===== config.mk =====
export PLATFORM = sky130hd
export DESIGN_NAME = mem_arbiter_flat
export DESIGN_NICKNAME = d
export VERILOG_FILES = /design/src/rtl/mem_arbiter_if.sv /design/src/rtl/mem_arbiter.sv /design/src/flat_wrapper.sv
export SDC_FILE = /design/constraint.sdc
export NUM_CORES = 1
export LEC_CHECK = 0
export ABC_CLOCK_PERIOD_IN_PS = 1500
export CAP_MARGIN = 25
export CORE_UTILIZATION = 30
export DETAILED_ROUTE_END_ITERATION = 6
export GPL_TIMING_DRIVEN = 1
export PLACE_DENSITY = 0.69
export SYNTH_ARGS = -nofsm -noshare
export SYNTH_HDL_FRONTEND = slang
export SYNTH_SLANG_ARGS = --single-unit

===== constraint.sdc =====
create_clock -name clock -period 1.5 [get_ports clock]
set_input_delay 0.3 -clock clock [delete_from_list [all_inputs] [get_ports clock]]
set_output_delay 0.3 -clock clock [all_outputs]
set_load 0.01 [all_outputs]

===== src/rtl/mem_arbiter_if.sv =====
//==============================================================================
// Module : mem_arbiter_if
// Brief  : Fetch / MEM-stage / shared-memory bundle for mem_arbiter.
// Rev    : 1.0  initial release
//==============================================================================
`default_nettype none

interface mem_arbiter_if;
    logic        if_req;
    logic [31:0] if_addr;
    logic        if_ack;
    logic [31:0] if_rdata;
    logic        me_req;
    logic        me_we;
    logic [31:0] me_addr;
    logic [31:0] me_wdata;
    logic        me_ack;
    logic [31:0] me_rdata;
    logic        err;
    logic        stall;
    logic        mem_req;
    logic        mem_we;
    logic [31:0] mem_addr;
    logic [31:0] mem_wdata;
    logic [31:0] mem_rdata;
    logic        mem_ready;

    modport slave (
        input  if_req, if_addr, me_req, me_we, me_addr, me_wdata, mem_rdata, mem_ready,
        output if_ack, if_rdata, me_ack, me_rdata, err, stall,
               mem_req, mem_we, mem_addr, mem_wdata
    );

    modport master (
        output if_req, if_addr, me_req, me_we, me_addr, me_wdata, mem_rdata, mem_ready,
        input  if_ack, if_rdata, me_ack, me_rdata, err, stall,
               mem_req, mem_we, mem_addr, mem_wdata
    );
endinterface

`default_nettype wire


===== src/rtl/mem_arbiter.sv =====
//==============================================================================
// Module : mem_arbiter
// Brief  : Shares one memory port between fetch and MEM stage, ME priority
//          with anti-starvation for fetch and a BUSY timeout.
// Rev    : 1.0  initial release
//==============================================================================
`default_nettype none

module mem_arbiter #(
    parameter int STARVE_LIMIT = 4,
    parameter int TIMEOUT      = 15
) (
    input  wire logic       clock,
    input  wire logic       reset_0,
    mem_arbiter_if.slave    bus
);

    localparam int c_SW = (STARVE_LIMIT > 0) ? $clog2(STARVE_LIMIT + 1) : 1;
    localparam int c_WW = (TIMEOUT > 1) ? $clog2(TIMEOUT + 1) : 1;

    localparam logic [c_SW-1:0] c_STARVE_MAX = c_SW'(STARVE_LIMIT);
    localparam logic [c_WW-1:0] c_WAIT_LAST  = c_WW'(TIMEOUT - 1);

    localparam logic [1:0] c_ST_IDLE    = 2'd0;
    localparam logic [1:0] c_ST_BUSY_IF = 2'd1;
    localparam logic [1:0] c_ST_BUSY_ME = 2'd2;
    localparam logic [1:0] c_ST_DONE    = 2'd3;

    logic [1:0]      r_state;
    logic [c_SW-1:0] r_starve_cnt;
    logic [c_WW-1:0] r_wait_cnt;
    logic            r_mem_req;
    logic            r_mem_we;
    logic [31:0]     r_mem_addr;
    logic [31:0]     r_mem_wdata;
    logic            r_if_ack;
    logic            r_me_ack;
    logic            r_err;
    logic [31:0]     r_if_rdata;
    logic [31:0]     r_me_rdata;

    logic            w_pick_me;
    logic            w_timeout;

    // ME wins unless a waiting fetch has already been passed over STARVE_LIMIT times
    assign w_pick_me = bus.me_req & ~(bus.if_req & (r_starve_cnt == c_STARVE_MAX));
    assign w_timeout = (r_wait_cnt == c_WAIT_LAST);

    always_ff @(posedge clock) begin
        if (reset_0) begin
            r_state      <= c_ST_IDLE;
            r_starve_cnt <= '0;
            r_wait_cnt   <= '0;
            r_mem_req    <= 1'b0;
            r_mem_we     <= 1'b0;
            r_mem_addr   <= 32'd0;
            r_mem_wdata  <= 32'd0;
            r_if_ack     <= 1'b0;
            r_me_ack     <= 1'b0;
            r_err        <= 1'b0;
            r_if_rdata   <= 32'd0;
            r_me_rdata   <= 32'd0;
        end else begin
            r_if_ack <= 1'b0;
            r_me_ack <= 1'b0;
            r_err    <= 1'b0;
            case (r_state)
                c_ST_IDLE: begin
                    if (w_pick_me) begin
                        r_state     <= c_ST_BUSY_ME;
                        r_mem_req   <= 1'b1;
                        r_mem_we    <= bus.me_we;
                        r_mem_addr  <= bus.me_addr;
                        r_mem_wdata <= bus.me_wdata;
                        r_wait_cnt  <= '0;
                        if (bus.if_req && (r_starve_cnt != c_STARVE_MAX))
                            r_starve_cnt <= r_starve_cnt + 1'b1;
                    end else if (bus.if_req) begin
                        r_state      <= c_ST_BUSY_IF;
                        r_mem_req    <= 1'b1;
                        r_mem_we     <= 1'b0;
                        r_mem_addr   <= bus.if_addr;
                        r_mem_wdata  <= 32'd0;
                        r_wait_cnt   <= '0;
                        r_starve_cnt <= '0;
                    end
                end
                c_ST_BUSY_IF, c_ST_BUSY_ME: begin
                    if (bus.mem_ready) begin
                        r_state   <= c_ST_DONE;
                        r_mem_req <= 1'b0;
                        if (r_state == c_ST_BUSY_IF) begin
                            r_if_ack   <= 1'b1;
                            r_if_rdata <= bus.mem_rdata;
                        end else begin
                            r_me_ack   <= 1'b1;
                            r_me_rdata <= bus.mem_rdata;
                        end
                    end else if (w_timeout) begin
                        // Forced completion: requester sees an ack with err and zero data
                        r_state   <= c_ST_DONE;
                        r_mem_req <= 1'b0;
                        r_err     <= 1'b1;
                        if (r_state == c_ST_BUSY_IF) begin
                            r_if_ack   <= 1'b1;
                            r_if_rdata <= 32'd0;
                        end else begin
                            r_me_ack   <= 1'b1;
                            r_me_rdata <= 32'd0;
                        end
                    end else begin
                        r_wait_cnt <= r_wait_cnt + 1'b1;
                    end
                end
                default: begin
                    r_state <= c_ST_IDLE;
                end
            endcase
        end
    end

    assign bus.if_ack    = r_if_ack;
    assign bus.if_rdata  = r_if_rdata;
    assign bus.me_ack    = r_me_ack;
    assign bus.me_rdata  = r_me_rdata;
    assign bus.err       = r_err;
    assign bus.mem_req   = r_mem_req;
    assign bus.mem_we    = r_mem_we;
    assign bus.mem_addr  = r_mem_addr;
    assign bus.mem_wdata = r_mem_wdata;
    assign bus.stall     = (bus.if_req & ~r_if_ack) | (bus.me_req & ~r_me_ack);

endmodule

`default_nettype wire


===== src/flat_wrapper.sv =====
// flat-port wrapper written by rule: the top's interface ports become plain ports
module mem_arbiter_flat 
#(
    parameter int STARVE_LIMIT = 4,
    parameter int TIMEOUT      = 15
)
  (clock, reset_0, bus_if_req, bus_if_addr, bus_me_req, bus_me_we, bus_me_addr, bus_me_wdata, bus_mem_rdata, bus_mem_ready, bus_if_ack, bus_if_rdata, bus_me_ack, bus_me_rdata, bus_err, bus_stall, bus_mem_req, bus_mem_we, bus_mem_addr, bus_mem_wdata);
  mem_arbiter_if bus_i ();
  input  wire logic clock;
  input  wire logic reset_0;
  input wire logic [$bits(bus_i.if_req)-1:0] bus_if_req;
  input wire logic [$bits(bus_i.if_addr)-1:0] bus_if_addr;
  input wire logic [$bits(bus_i.me_req)-1:0] bus_me_req;
  input wire logic [$bits(bus_i.me_we)-1:0] bus_me_we;
  input wire logic [$bits(bus_i.me_addr)-1:0] bus_me_addr;
  input wire logic [$bits(bus_i.me_wdata)-1:0] bus_me_wdata;
  input wire logic [$bits(bus_i.mem_rdata)-1:0] bus_mem_rdata;
  input wire logic [$bits(bus_i.mem_ready)-1:0] bus_mem_ready;
  output wire logic [$bits(bus_i.if_ack)-1:0] bus_if_ack;
  output wire logic [$bits(bus_i.if_rdata)-1:0] bus_if_rdata;
  output wire logic [$bits(bus_i.me_ack)-1:0] bus_me_ack;
  output wire logic [$bits(bus_i.me_rdata)-1:0] bus_me_rdata;
  output wire logic [$bits(bus_i.err)-1:0] bus_err;
  output wire logic [$bits(bus_i.stall)-1:0] bus_stall;
  output wire logic [$bits(bus_i.mem_req)-1:0] bus_mem_req;
  output wire logic [$bits(bus_i.mem_we)-1:0] bus_mem_we;
  output wire logic [$bits(bus_i.mem_addr)-1:0] bus_mem_addr;
  output wire logic [$bits(bus_i.mem_wdata)-1:0] bus_mem_wdata;
  assign bus_i.if_req = bus_if_req;
  assign bus_i.if_addr = bus_if_addr;
  assign bus_i.me_req = bus_me_req;
  assign bus_i.me_we = bus_me_we;
  assign bus_i.me_addr = bus_me_addr;
  assign bus_i.me_wdata = bus_me_wdata;
  assign bus_i.mem_rdata = bus_mem_rdata;
  assign bus_i.mem_ready = bus_mem_ready;
  assign bus_if_ack = bus_i.if_ack;
  assign bus_if_rdata = bus_i.if_rdata;
  assign bus_me_ack = bus_i.me_ack;
  assign bus_me_rdata = bus_i.me_rdata;
  assign bus_err = bus_i.err;
  assign bus_stall = bus_i.stall;
  assign bus_mem_req = bus_i.mem_req;
  assign bus_mem_we = bus_i.mem_we;
  assign bus_mem_addr = bus_i.mem_addr;
  assign bus_mem_wdata = bus_i.mem_wdata;
  mem_arbiter #(.STARVE_LIMIT(STARVE_LIMIT), .TIMEOUT(TIMEOUT)) u_core (.clock(clock), .reset_0(reset_0), .bus(bus_i));
endmodule

==> Implementation_results.wiki <==
{| class="wikitable"
! Metric !! Value
|-
| Status || finished with violations
|-
| Violated checks || setup timing
|-
| Total Die Area || 19680 um^2
|-
| Data arrival time of the worst path || 1.90 ns
|-
| Placer congestion estimate || 0.7792
|-
| H-Tree Level Count || 4
|-
| Clock tree from TritonCTS || built
|-
| Via-to-Cell Ratio || 4.987
|-
| Remaining global-route overflow || 0
|-
| Largest incremental delay on the critical path || 0.41 ns
|-
| Wire length of the first global-routing pass || 29850 um
|-
| Static power due to leakage || 0.004203 uW
|-
| Crit. Startpoint || u_core.r_state[1]$_SDFFE_PP0P_
|-
| Mapped cell area || 5737 um^2
|-
| Sequential share of the synthesized area || 0.4955
|-
| Switching component of the power || 5356 uW
|-
| DR DRC count || 0
|-
| Insertion delay of the later-clocked pin in the worst-skew pair || 0.41 ns
|-
| Final WS setup || -0.04984 ns
|-
| Synth async-reset ratio || 0
|-
| Worst setup EP type || flip-flop
|-
| Number of antenna violations at the first check in global routing || 1
|-
| Final min period || 1.550 ns
|-
| Inserted Clock Buffers || 17
|-
| Top_reg_cell synth || sky130_fd_sc_hd__dfxtp_1
|-
| Cell class contributing the biggest share of worst-path delay || simple AND/OR/NAND/NOR gates
|-
| Fraction of post-synthesis cell area in the top cell type by area || 0.4955
|-
| Largest cells by area after synthesis || sky130_fd_sc_hd__dfxtp_1 50%, sky130_fd_sc_hd__nand2_1 11%, sky130_fd_sc_hd__a21oi_1 8.2%
|-
| Cell variety after synth || 43
|-
| Internal power consumption || 10280 uW
|-
| Logic gate share of total power || 0.406
|-
| Worst supply voltage drop on vdd || 0.9173 mV
|-
| Syn avg cell area || 8.254 um^2
|-
| Clock Skews || 0.006691 ns
|-
| Vertical die dimension || 140.3 um
|-
| Switch share || 0.3425
|-
| First-pass iteration count of the detailed router || 4
|-
| Cell row count || 50
|-
| Starting density of the core || 0.3067
|-
| Clock group share of total power || 0.298
|-
| Power after layout || 15630 uW
|-
| Number of placed instances, taps included || 1178
|-
| Detailed Route Iter0 Violations || 345
|-
| CP cell instances || inv_2 -> buf_6 -> ha_4 -> and3b_4 -> clkbuf_16 -> nand3_2 -> a21oi_2
|-
| Final clock period utilization by the worst path || 1.033
|-
| P per Cell Area || 1556 nW/um^2
|-
| Overall die width || 140.3 um
|-
| Via count of the first global-routing pass || 5767
|-
| Area Growth Syn to Fin || 75.14%
|-
| Vias || 6139
|-
| Final Non-Filler Cells || 1231
|-
| Standard cell core area || 18710 um^2
|-
| R2R Path Start || u_core.r_state[1]$_SDFFE_PP0P_
|-
| Post-synth top area cell || sky130_fd_sc_hd__dfxtp_1
|-
| Sequential cell fraction of total power || 0.296
|-
| EDFF count, synth || 0
|-
| RSZ-0062 raised after global routing || yes
|-
| Worst hold-check path type || input pin to flip-flop
|-
| Synth Instances || 695
|-
| Clock tree sinks || 142
|-
| Top Ports || 268
|-
| Buf+Inv Stages, Crit Path || 3
|-
| Count of buffers from port buffering || 267
|-
| Worst rel slew slack || 0.7431
|-
| Fraction of final layout cells with drive strength greater than 1 || 0.1797
|-
| Fmax || 645.2 MHz
|-
| Max Buffers Root-to-Sink || 2
|-
| Clk Tree Root Cell || sky130_fd_sc_hd__clkbuf_16
|-
| Fill cell count || 1752
|-
| Final Net Count || 1124
|-
| Post-layout utilization of the core || 0.5371
|-
| Number of hold violations in the final report || 0
|-
| Number of hold buffers added after CTS || 0
|-
| CP startpoint kind || flip-flop
|-
| Setup Viol. Count Final || 30
|-
| Syn Nets || 836
|-
| Critical-path cell with the highest stage delay || sky130_fd_sc_hd__and3b_4
|-
| Total of flip-flops plus latches after synthesis || 142
|-
| Overall Global Routing Usage || 0.1904
|-
| Worst EP required || 1.85 ns
|-
| Count of final max-slew check failures || 0
|-
| Clock slew at reported path FFs || 0.07 ns
|-
| Reported max-cap violation count || 0
|-
| Final routed wire length divided by cell count || 16.60 um
|-
| Type of the setup path with the least slack || flip-flop to flip-flop
|-
| Detail Placement HPWL || 12450 um
|-
| Largest net degree at the start of global routing || 65
|-
| Hold Path Origin || reset_0
|-
| Detail Route Antenna Nets || 0
|-
| Routed wire length || 20440 um
|-
| Warnings from Yosys || 0
|-
| Slew at the pin with the worst max-slew slack || 0.3853 ns
|-
| Largest driver fanout on the critical path || 6
|}
flip-flops by register name, summed over array words and instances (netlist names), 2 cells and up:
name,count
u_core.bus.me_rdata,32
u_core.r_starve_cnt,3
u_core.bus.mem_wdata,32
u_core.r_state,2
u_core.bus.if_rdata,32
u_core.bus.mem_addr,32
u_core.r_wait_cnt,4
worst register-to-register path, cell delays in order, from the launching register on:
cell and delay, ns:
sky130_fd_sc_hd__dfxtp_2 0.33, sky130_fd_sc_hd__inv_2 0.05, sky130_fd_sc_hd__buf_6 0.11, sky130_fd_sc_hd__ha_4 0.15, sky130_fd_sc_hd__and3b_4 0.42, sky130_fd_sc_hd__clkbuf_16 0.20, sky130_fd_sc_hd__nand3_2 0.08, sky130_fd_sc_hd__a21oi_2 0.15
per-layer routing:
metal | global-route usage | part of all wire | up-vias
met2 | 0.3203 | 0.49 | 217
li1 | - | - | 3004
met5 | 0 | 0 | -
met3 | 0.05094 | 0.059 | 29
met4 | 0.07924 | 0.025 | 0
met1 | 0.2294 | 0.42 | 2889
cells in the mapped netlist, types with 2 or more instances:
cell / instances
sky130_fd_sc_hd__nand2_1: 166
sky130_fd_sc_hd__dfxtp_1: 142
sky130_fd_sc_hd__a21oi_1: 94
sky130_fd_sc_hd__nand3_1: 59
sky130_fd_sc_hd__a31oi_1: 33
sky130_fd_sc_hd__nand4_1: 33
sky130_fd_sc_hd__o21ai_0: 33
sky130_fd_sc_hd__buf_2: 30
sky130_fd_sc_hd__clkbuf_1: 24
sky130_fd_sc_hd__nand3_2: 10
sky130_fd_sc_hd__a21oi_2: 9
sky130_fd_sc_hd__inv_1: 8
sky130_fd_sc_hd__ha_1: 7
sky130_fd_sc_hd__buf_1: 6
sky130_fd_sc_hd__nor2_1: 5
sky130_fd_sc_hd__buf_6: 4
sky130_fd_sc_hd__or3_1: 3
sky130_fd_sc_hd__a311oi_1: 2
sky130_fd_sc_hd__nor3b_1: 2
sky130_fd_sc_hd__o21a_1: 2
stage by stage:
stage               setup WS, ns  setup TNS (ns)  area, um^2  hold WS, ns
floorplan               -0.02026        -0.05001        5764       0.4305
finish                  -0.04984         -0.6698       10050       0.1655
CTS                     0.001148               0        9485       0.1485
global route             -0.1181          -2.555       10050       0.1560
detailed placement       -0.4879          -28.76        8932       0.4420
global placement         -0.4502          -24.55        8932       0.4373
kinds of logic after synthesis:
kind of cell,count (synthesis),synth area share
buf+inv,74,0.06325
compound gates,182,0.1828
mux,1,0.001745
simple gates,289,0.2414
flops,142,0.4955
fa+ha+maj,7,0.01527
timing repair:
| item | CTS | global route |
|---|---|---|
| gates cloned | 0 | 12 |
| setup endpoints to repair | 206 | 129 |
| resized for setup | 152 | 58 |
| pin swaps | 5 | 18 |
| setup buffers | 1 | 7 |
path summary, 6_finish.rpt:
kind	end	slack, ns	depth (start not counted)
max	u_core.bus.me_rdata[3]$_SDFFE_PP0P_	-0.05	7
min	u_core.r_state[1]$_SDFFE_PP0P_	0.17	2
max reg2reg	u_core.bus.me_rdata[3]$_SDFFE_PP0P_	-0.05	7
min reg2reg	u_core.bus.mem_wdata[13]$_SDFFE_PP0P_	0.44	2
cells in the final DEF (no fill, tap or decap), types with 2 or more instances in the layout:
| master | count |
|---|---|
| sky130_fd_sc_hd__dfxtp_1 | 136 |
| sky130_fd_sc_hd__dlygate4sd2_1 | 134 |
| sky130_fd_sc_hd__buf_4 | 29 |
| sky130_fd_sc_hd__nand3_1 | 47 |
| sky130_fd_sc_hd__nor3b_1 | 2 |
| sky130_fd_sc_hd__bufinv_16 | 4 |
| sky130_fd_sc_hd__clkinv_4 | 3 |
| sky130_fd_sc_hd__nand3_2 | 18 |
| sky130_fd_sc_hd__clkbuf_16 | 26 |
| sky130_fd_sc_hd__dfxtp_2 | 6 |
| sky130_fd_sc_hd__ha_4 | 4 |
| sky130_fd_sc_hd__nand4_1 | 33 |
| sky130_fd_sc_hd__o21ai_0 | 32 |
| sky130_fd_sc_hd__ha_1 | 2 |
| sky130_fd_sc_hd__clkdlybuf4s50_1 | 130 |
| sky130_fd_sc_hd__buf_6 | 13 |
| sky130_fd_sc_hd__inv_2 | 5 |
| sky130_fd_sc_hd__inv_6 | 3 |
| sky130_fd_sc_hd__clkinvlp_4 | 3 |
| sky130_fd_sc_hd__inv_1 | 3 |
| sky130_fd_sc_hd__nand2_1 | 165 |
| sky130_fd_sc_hd__nor2_1 | 5 |
| sky130_fd_sc_hd__buf_2 | 2 |
| sky130_fd_sc_hd__nand3_4 | 4 |
| sky130_fd_sc_hd__or3_1 | 3 |
| sky130_fd_sc_hd__a21oi_1 | 84 |
| sky130_fd_sc_hd__a21oi_2 | 19 |
| sky130_fd_sc_hd__a31oi_1 | 32 |
| sky130_fd_sc_hd__buf_12 | 18 |
power by group through the flow:
stage	Clock (uW)	Sequential, uW	Combinational [uW]
floorplan	0	4970	2560
global placement	0	4700	5640
detailed placement	0	4710	5660
CTS	4760	4620	5440
global route	4940	4700	6830
finish	4650	4630	6350
cell type report:
| type | instances | area (um^2) | area share |
|---|---|---|---|
| antenna | 1 | 2.502 | 0.0002491 |
| clock inverter | 14 | 206.4 | 0.02055 |
| timing repair buffer | 335 | 3435 | 0.3418 |
| tap | 234 | 292.8 | 0.02914 |
| sequential | 142 | 2850 | 0.2837 |
| inverter | 8 | 30.03 | 0.002989 |
| clock buffer | 18 | 439.2 | 0.04371 |
| multi-input combinational | 479 | 2791 | 0.2778 |
No activity file was read; power rests on OpenSTA's default activity.
